`config.mk`:
```
export PLATFORM = sky130hd
export DESIGN_NAME = alu_shift_mem_unit_flat
export DESIGN_NICKNAME = d
export VERILOG_FILES = /design/src/rtl/alu_shift_mem_unit_if.sv /design/src/rtl/alu_shift_mem_unit.sv /design/src/flat_wrapper.sv
export SDC_FILE = /design/constraint.sdc
export NUM_CORES = 2
export LEC_CHECK = 0
export BUFFER_PORTS_ARGS = -buffer_cell sky130_fd_sc_hd__clkbuf_2
export CAP_MARGIN = 40
export CORE_MARGIN = 5
export CORE_UTILIZATION = 45
export DETAILED_ROUTE_END_ITERATION = 7
export PLACE_DENSITY = 0.66
export SLEW_MARGIN = 10
export SYNTH_ARGS = -nofsm -noshare
export SYNTH_HDL_FRONTEND = slang
export SYNTH_SLANG_ARGS = --single-unit
```
`constraint.sdc`:
```
create_clock -name clk -period 12.9 [get_ports clk]
set_input_delay 0.645 -clock clk [delete_from_list [all_inputs] [get_ports clk]]
set_output_delay 0.645 -clock clk [all_outputs]
set_load 0.02 [all_outputs]
```
`src/rtl/alu_shift_mem_unit_if.sv`:
```
// Bundle of decode-stage inputs and execute/memory-stage outputs for
// alu_shift_mem_unit.
//   Decode side (master) drives: op_a, op_b, imm, b_sel, alu_op, alu_use_carry,
//     sh_count, sh_dir, sh_ro_bar, mem_write, mem_wdata, result_sel,
//     select_c, select_z, write_c, write_z.
//   Unit side (slave) drives: result, alu_out, mem_rdata, C, Z.
interface alu_shift_mem_unit_if;
    logic [7:0] op_a;
    logic [7:0] op_b;
    logic [7:0] imm;
    logic       b_sel;
    logic [2:0] alu_op;
    logic       alu_use_carry;
    logic [2:0] sh_count;
    logic       sh_dir;
    logic       sh_ro_bar;
    logic       mem_write;
    logic [7:0] mem_wdata;
    logic [1:0] result_sel;
    logic       select_c;
    logic       select_z;
    logic       write_c;
    logic       write_z;
    logic [7:0] result;
    logic [7:0] alu_out;
    logic [7:0] mem_rdata;
    logic       C;
    logic       Z;

    modport master (
        output op_a, op_b, imm, b_sel, alu_op, alu_use_carry,
               sh_count, sh_dir, sh_ro_bar, mem_write, mem_wdata,
               result_sel, select_c, select_z, write_c, write_z,
        input  result, alu_out, mem_rdata, C, Z
    );

    modport slave (
        input  op_a, op_b, imm, b_sel, alu_op, alu_use_carry,
               sh_count, sh_dir, sh_ro_bar, mem_write, mem_wdata,
               result_sel, select_c, select_z, write_c, write_z,
        output result, alu_out, mem_rdata, C, Z
    );
endinterface

```
`src/rtl/alu_shift_mem_unit.sv`:
```
// Execute/memory stage of the 8-bit pipelined processor: 8-bit ALU, 8-bit
// barrel shifter, 256x8 data memory addressed by the ALU result, result mux,
// and registered carry (C) / zero (Z) flags.
//   clk    : clock, all state updates on rising edge
//   reset  : synchronous, active-low; clears C, Z and the whole memory
//   bus    : alu_shift_mem_unit_if.slave (operands/controls in; result,
//            alu_out, mem_rdata, C, Z out)
module alu_shift_mem_unit (
    input  logic                 clk,
    input  logic                 reset,
    alu_shift_mem_unit_if.slave  bus
);
    typedef enum logic [2:0] {
        OP_ADD   = 3'b000,
        OP_SUB   = 3'b001,
        OP_AND   = 3'b010,
        OP_OR    = 3'b011,
        OP_XOR   = 3'b100,
        OP_MASK  = 3'b101,
        OP_PASSB = 3'b110,
        OP_PASSA = 3'b111
    } alu_op_e;

    alu_op_e     op;
    logic [7:0]  b_val;
    logic        cin;
    logic [8:0]  alu_full;
    logic [7:0]  alu_res;
    logic        alu_co;
    logic        alu_zero;

    logic [15:0] wide_l;
    logic [15:0] wide_r;
    logic [7:0]  sh_res;
    logic        sh_carry;
    logic        sh_zero;

    logic [7:0]  mem [256];
    logic        c_q;
    logic        z_q;

    assign op    = alu_op_e'(bus.alu_op);
    assign b_val = bus.b_sel ? bus.imm : bus.op_b;
    assign cin   = bus.alu_use_carry & c_q;

    // ALU; SUB's bit 8 of the 9-bit difference is the borrow
    always_comb begin
        alu_full = '0;
        alu_co   = 1'b0;
        unique case (op)
            OP_ADD: begin
                alu_full = {1'b0, bus.op_a} + {1'b0, b_val} + {8'b0, cin};
                alu_co   = alu_full[8];
            end
            OP_SUB: begin
                alu_full = {1'b0, bus.op_a} - {1'b0, b_val} - {8'b0, cin};
                alu_co   = alu_full[8];
            end
            OP_AND:   alu_full = {1'b0, bus.op_a & b_val};
            OP_OR:    alu_full = {1'b0, bus.op_a | b_val};
            OP_XOR:   alu_full = {1'b0, bus.op_a ^ b_val};
            OP_MASK:  alu_full = {1'b0, bus.op_a & ~b_val};
            OP_PASSB: alu_full = {1'b0, b_val};
            OP_PASSA: alu_full = {1'b0, bus.op_a};
            default:  alu_full = '0;
        endcase
    end

    assign alu_res  = alu_full[7:0];
    assign alu_zero = (alu_res == 8'h00);

    // Shift within a 16-bit window: the bits that fall off land in the other
    // byte, which gives both the rotate wrap-around and the last bit out.
    assign wide_l = {8'h00, bus.op_a} << bus.sh_count;
    assign wide_r = {bus.op_a, 8'h00} >> bus.sh_count;

    always_comb begin
        sh_res   = bus.op_a;
        sh_carry = 1'b0;
        if (bus.sh_count != 3'd0) begin
            if (!bus.sh_dir) begin
                sh_res   = bus.sh_ro_bar ? wide_l[7:0] : (wide_l[7:0] | wide_l[15:8]);
                sh_carry = bus.sh_ro_bar ? wide_l[8] : sh_res[0];
            end else begin
                sh_res   = bus.sh_ro_bar ? wide_r[15:8] : (wide_r[15:8] | wide_r[7:0]);
                sh_carry = bus.sh_ro_bar ? wide_r[7] : sh_res[7];
            end
        end
    end

    assign sh_zero = (sh_res == 8'h00);

    always_ff @(posedge clk) begin
        if (!reset) begin
            for (int unsigned i = 0; i < 256; i++) begin
                mem[i] <= '0;
            end
        end else if (bus.mem_write) begin
            mem[alu_res] <= bus.mem_wdata;
        end
    end

    always_ff @(posedge clk) begin
        if (!reset) begin
            c_q <= 1'b0;
            z_q <= 1'b0;
        end else begin
            if (bus.write_c) c_q <= bus.select_c ? sh_carry : alu_co;
            if (bus.write_z) z_q <= bus.select_z ? sh_zero : alu_zero;
        end
    end

    assign bus.alu_out   = alu_res;
    assign bus.mem_rdata = mem[alu_res];
    assign bus.C         = c_q;
    assign bus.Z         = z_q;

    always_comb begin
        unique case (bus.result_sel)
            2'b00:   bus.result = alu_res;
            2'b01:   bus.result = sh_res;
            2'b10:   bus.result = bus.mem_rdata;
            default: bus.result = 8'h00;
        endcase
    end
endmodule

```
`src/flat_wrapper.sv`:
```
// flat-port wrapper written by rule: the top's interface ports become plain ports
module alu_shift_mem_unit_flat 
  (clk, reset, bus_op_a, bus_op_b, bus_imm, bus_b_sel, bus_alu_op, bus_alu_use_carry, bus_sh_count, bus_sh_dir, bus_sh_ro_bar, bus_mem_write, bus_mem_wdata, bus_result_sel, bus_select_c, bus_select_z, bus_write_c, bus_write_z, bus_result, bus_alu_out, bus_mem_rdata, bus_C, bus_Z);
  alu_shift_mem_unit_if bus_i ();
  input  logic clk;
  input  logic reset;
  input wire logic [$bits(bus_i.op_a)-1:0] bus_op_a;
  input wire logic [$bits(bus_i.op_b)-1:0] bus_op_b;
  input wire logic [$bits(bus_i.imm)-1:0] bus_imm;
  input wire logic [$bits(bus_i.b_sel)-1:0] bus_b_sel;
  input wire logic [$bits(bus_i.alu_op)-1:0] bus_alu_op;
  input wire logic [$bits(bus_i.alu_use_carry)-1:0] bus_alu_use_carry;
  input wire logic [$bits(bus_i.sh_count)-1:0] bus_sh_count;
  input wire logic [$bits(bus_i.sh_dir)-1:0] bus_sh_dir;
  input wire logic [$bits(bus_i.sh_ro_bar)-1:0] bus_sh_ro_bar;
  input wire logic [$bits(bus_i.mem_write)-1:0] bus_mem_write;
  input wire logic [$bits(bus_i.mem_wdata)-1:0] bus_mem_wdata;
  input wire logic [$bits(bus_i.result_sel)-1:0] bus_result_sel;
  input wire logic [$bits(bus_i.select_c)-1:0] bus_select_c;
  input wire logic [$bits(bus_i.select_z)-1:0] bus_select_z;
  input wire logic [$bits(bus_i.write_c)-1:0] bus_write_c;
  input wire logic [$bits(bus_i.write_z)-1:0] bus_write_z;
  output wire logic [$bits(bus_i.result)-1:0] bus_result;
  output wire logic [$bits(bus_i.alu_out)-1:0] bus_alu_out;
  output wire logic [$bits(bus_i.mem_rdata)-1:0] bus_mem_rdata;
  output wire logic [$bits(bus_i.C)-1:0] bus_C;
  output wire logic [$bits(bus_i.Z)-1:0] bus_Z;
  assign bus_i.op_a = bus_op_a;
  assign bus_i.op_b = bus_op_b;
  assign bus_i.imm = bus_imm;
  assign bus_i.b_sel = bus_b_sel;
  assign bus_i.alu_op = bus_alu_op;
  assign bus_i.alu_use_carry = bus_alu_use_carry;
  assign bus_i.sh_count = bus_sh_count;
  assign bus_i.sh_dir = bus_sh_dir;
  assign bus_i.sh_ro_bar = bus_sh_ro_bar;
  assign bus_i.mem_write = bus_mem_write;
  assign bus_i.mem_wdata = bus_mem_wdata;
  assign bus_i.result_sel = bus_result_sel;
  assign bus_i.select_c = bus_select_c;
  assign bus_i.select_z = bus_select_z;
  assign bus_i.write_c = bus_write_c;
  assign bus_i.write_z = bus_write_z;
  assign bus_result = bus_i.result;
  assign bus_alu_out = bus_i.alu_out;
  assign bus_mem_rdata = bus_i.mem_rdata;
  assign bus_C = bus_i.C;
  assign bus_Z = bus_i.Z;
  alu_shift_mem_unit u_core (.clk(clk), .reset(reset), .bus(bus_i));
endmodule
```
==> flow_summary_export.csv <==
group,metric,value,unit
floorplan,dieArea,0.220,sq mm
clock_network,clockBufferDepth,3,
clock_network,cts_setup_buffers,0,
clock_network,cts_made_buffers,206,
floorplan,die_y,469,microns
power_and_ir_drop,switching_share,31.5,%
synth,netlist_area,0.0948,sq mm
cells_and_area,syn_to_final_growth,13.2,%
power_and_ir_drop,comb_power_share,19.8,%
clock_network,numClockSinks,2050,
critical_path,critPathMaxStageDelay,0.85,ns
timing,clock_skew,0.0625,ns
cells_and_area,drive_above_1_share,12.3,%
global_routing,grt_first_pass_wirelength,551,mm
critical_path,required,12.26,ns
timing,maxSlewViolCount,0,
clock_network,clk_latency,0.91,ns
global_routing,grt_antenna_before_repair,41,
place,dp_slack,4.58,ns
power_and_ir_drop,power_leakage,0.0359,uW
synth,avgSynthCellArea,11.0,sq um
timing,period_share,68.4,%
detailed_routing,drt_wl_total,405,mm
clock_network,root_buffer,"clkbuf_16",
global_routing,grt_pass1_vias,69000,
timing,setup_slack,4.07,ns
detailed_routing,wl_met3,74.7,mm
cells_and_area,final_common_cell,"nor2_1",
timing,worst_slew_pin_slew,1.17,ns
synth,syn_inst,8607,
floorplan,die_x,469,microns
floorplan,rows,168,
synth,synth_edf_count,2048,
clock_network,htree_num_levels,4,
place,dp_hpwl,268,mm
critical_path,crit_buf_inv,5,
run_status,status,"complete, no violations",
detailed_routing,top_layer,"met5",
power_and_ir_drop,powerDensity,160,mW/mm^2
power_and_ir_drop,ir_drop,0.000126,V
critical_path,cp_cell_sequence,"and2_1, inv_1, fa_1, fa_1, nand2b_1, o211ai_1, nand3_2, nor2_4, inv_8, buf_4, buf_4, nand3_1, a32oi_1, a22oi_1, a31oi_1, o41a_1, a41o_1, o22ai_1, clkbuf_2",
synth,ys_ff_latch,2050,
place,numPortBuffers,76,
critical_path,cp-end-kind,"primary output",
critical_path,cp_max_fo,70,
floorplan,ios,77,
detailed_routing,first_pass_iters,7,
timing,setup_viol,0,
global_routing,grt-ovfl-total,0,
power_and_ir_drop,p_int,11700,uW
detailed_routing,vias,76100,
job,max_cap_violations,0,
detailed_routing,met1_length,138,mm
power_and_ir_drop,seqPwrFrac,45.3,%
timing,timing.fmax,113,MHz
clock_network,clk_pin_slew_worst_paths,0.06,ns
timing,finalSetupTns,0,ns
timing,slew-limit-headroom,22.3,%
cells_and_area,fin_area,0.107,sq mm
cells_and_area,fin_util,51.2,%
place,place_congestion,1.04,
detailed_routing,drt-initial-drc-count,15400,
hold_path,hp-class,"primary input to register",
cells_and_area,most-common-layout-cells,"2124 x nor2_1, 2048 x edfxtp_1, 1311 x nand2_1, 598 x nand3_1, 382 x mux2i_1",
critical_path,crit_slowest_cell,"a32oi_1",
critical_path,crit_family,"compound AO/OA/AOI/OAI gates",
synth,synth_nets,8689,
timing,min_period,8.83,ns
cells_and_area,layout.nets,8674,
synth,async_flop_share,0,%
critical_path,worstSetupStartpointType,"register",
critical_path,crit_type,"register to primary output",
detailed_routing,drc,0,
synth,synthFlopType,"edfxtp_1",
global_routing,grt_max_degree,154,
place,placed_area,0.101,sq mm
floorplan,core_area,0.210,sq mm
clock_network,cts_tree,"yes",
detailed_routing,routedWlPerCell,34.9,microns
detailed_routing,ant_nets,0,
detailed_routing,routed-wl-met2,158,mm
critical_path,arrival,8.18,ns
timing,rsz0062_at_grt,"no",
detailed_routing,routed_via_density,6.57,
synth,synth-seq-area-share,64.9,%
floorplan,start_util,45.2,%
power_and_ir_drop,p_sw,5400,uW
synth,yosys_warnings,0,
timing,hold_viol,0,
global_routing,grt_usage,36.0,%
clock_network,cts-resized-gates,0,
synth,synth_cell_type_count,81,
power_and_ir_drop,clkPwrFrac,34.9,%
registers in the layout (all words and copies together) (netlist names):
name,cells
u_core.bus.C,1
u_core.bus.Z,1
u_core.mem,2048
final timing paths:
kind	startpoint	endpoint	slack, ns	cells past startpoint
min	bus_write_c	u_core.bus.C$_SDFFE_PN0P_	0.01	3
max	u_core.bus.C$_SDFFE_PN0P_	bus_result[4]	4.07	19
max reg2reg	u_core.bus.C$_SDFFE_PN0P_	u_core.mem[3][2]$_SDFFCE_PN0P_	5.84	17
min reg2reg	u_core.bus.C$_SDFFE_PN0P_	u_core.bus.C$_SDFFE_PN0P_	0.55	2
metrics by stage:
stage               total power [uW]  hold WS (ns)  std cells
floorplan                       9550         0.597       8607
global placement               11000         0.521      11000
detailed placement             11000         0.537      11200
CTS                            16900       0.00467      11600
global route                   17400        0.0572      11600
finish                         17100        0.0145      11600
cells by family after synthesis:
group / share of synthesized area, %
simple gates: 18.2
flops: 64.9
compound gates: 6.82
buf+inv: 3.82
mux: 5.70
fa+ha+maj: 0.441
xor+xnor: 0.0555
what timing repair did:
action	4_1_cts	5_1_grt
hold buffers	1	0
endpoints found under the setup margin	0	0
hold endpoints to repair	1	0
per-layer routing:
metal	vias up	global-route usage, %
met2	7176	47.9
met1	37000	46.9
met4	16	22.8
met5	-	0
met3	1465	17.2
li1	30500	-
layout make-up:
| class | instances | area [sq um] |
|---|---|---|
| antenna | 20 | 50.0 |
| clock inverter | 130 | 1210 |
| inverter | 44 | 185 |
| timing repair buffer | 590 | 5370 |
| multi-input combinational | 5700 | 30100 |
| clock buffer | 248 | 5330 |
| sequential | 2050 | 61500 |
| fill | 18100 | 102000 |
| tap | 2805 | 3510 |
power groups by stage:
stage	clock, uW	combinational (uW)	sequential [uW]
global placement	0	3070	7880
global route	6230	3390	7780
CTS	5940	3150	7750
finish	5980	3400	7760
floorplan	0	1690	7860
detailed placement	0	3150	7890
cells in the mapped netlist (27+ instances only):
| cell | n | area share [%] |
|---|---|---|
| a2111oi_0 | 36 | 0.33 |
| a211oi_1 | 50 | 0.40 |
| a21oi_1 | 86 | 0.45 |
| a221o_1 | 31 | 0.33 |
| a221oi_1 | 44 | 0.41 |
| a311o_1 | 32 | 0.34 |
| a31oi_1 | 87 | 0.57 |
| a32oi_1 | 94 | 0.87 |
| buf_1 | 61 | 0.24 |
| buf_2 | 192 | 1.0 |
| buf_4 | 29 | 0.23 |
| clkbuf_1 | 524 | 2.1 |
| edfxtp_1 | 2048 | 65 |
| ha_1 | 27 | 0.36 |
| inv_1 | 40 | 0.16 |
| mux2i_1 | 382 | 4.0 |
| mux4_2 | 64 | 1.5 |
| nand2_1 | 1409 | 5.6 |
| nand3_1 | 599 | 3.2 |
| nor2_1 | 2128 | 8.4 |
| o21ai_0 | 299 | 1.6 |
worst min-delay path: stages:
cell      delay [ns]
clkbuf_2        0.09
mux2i_1         0.06
nor2b_1         0.10
(Power assumes the default switching activity.)
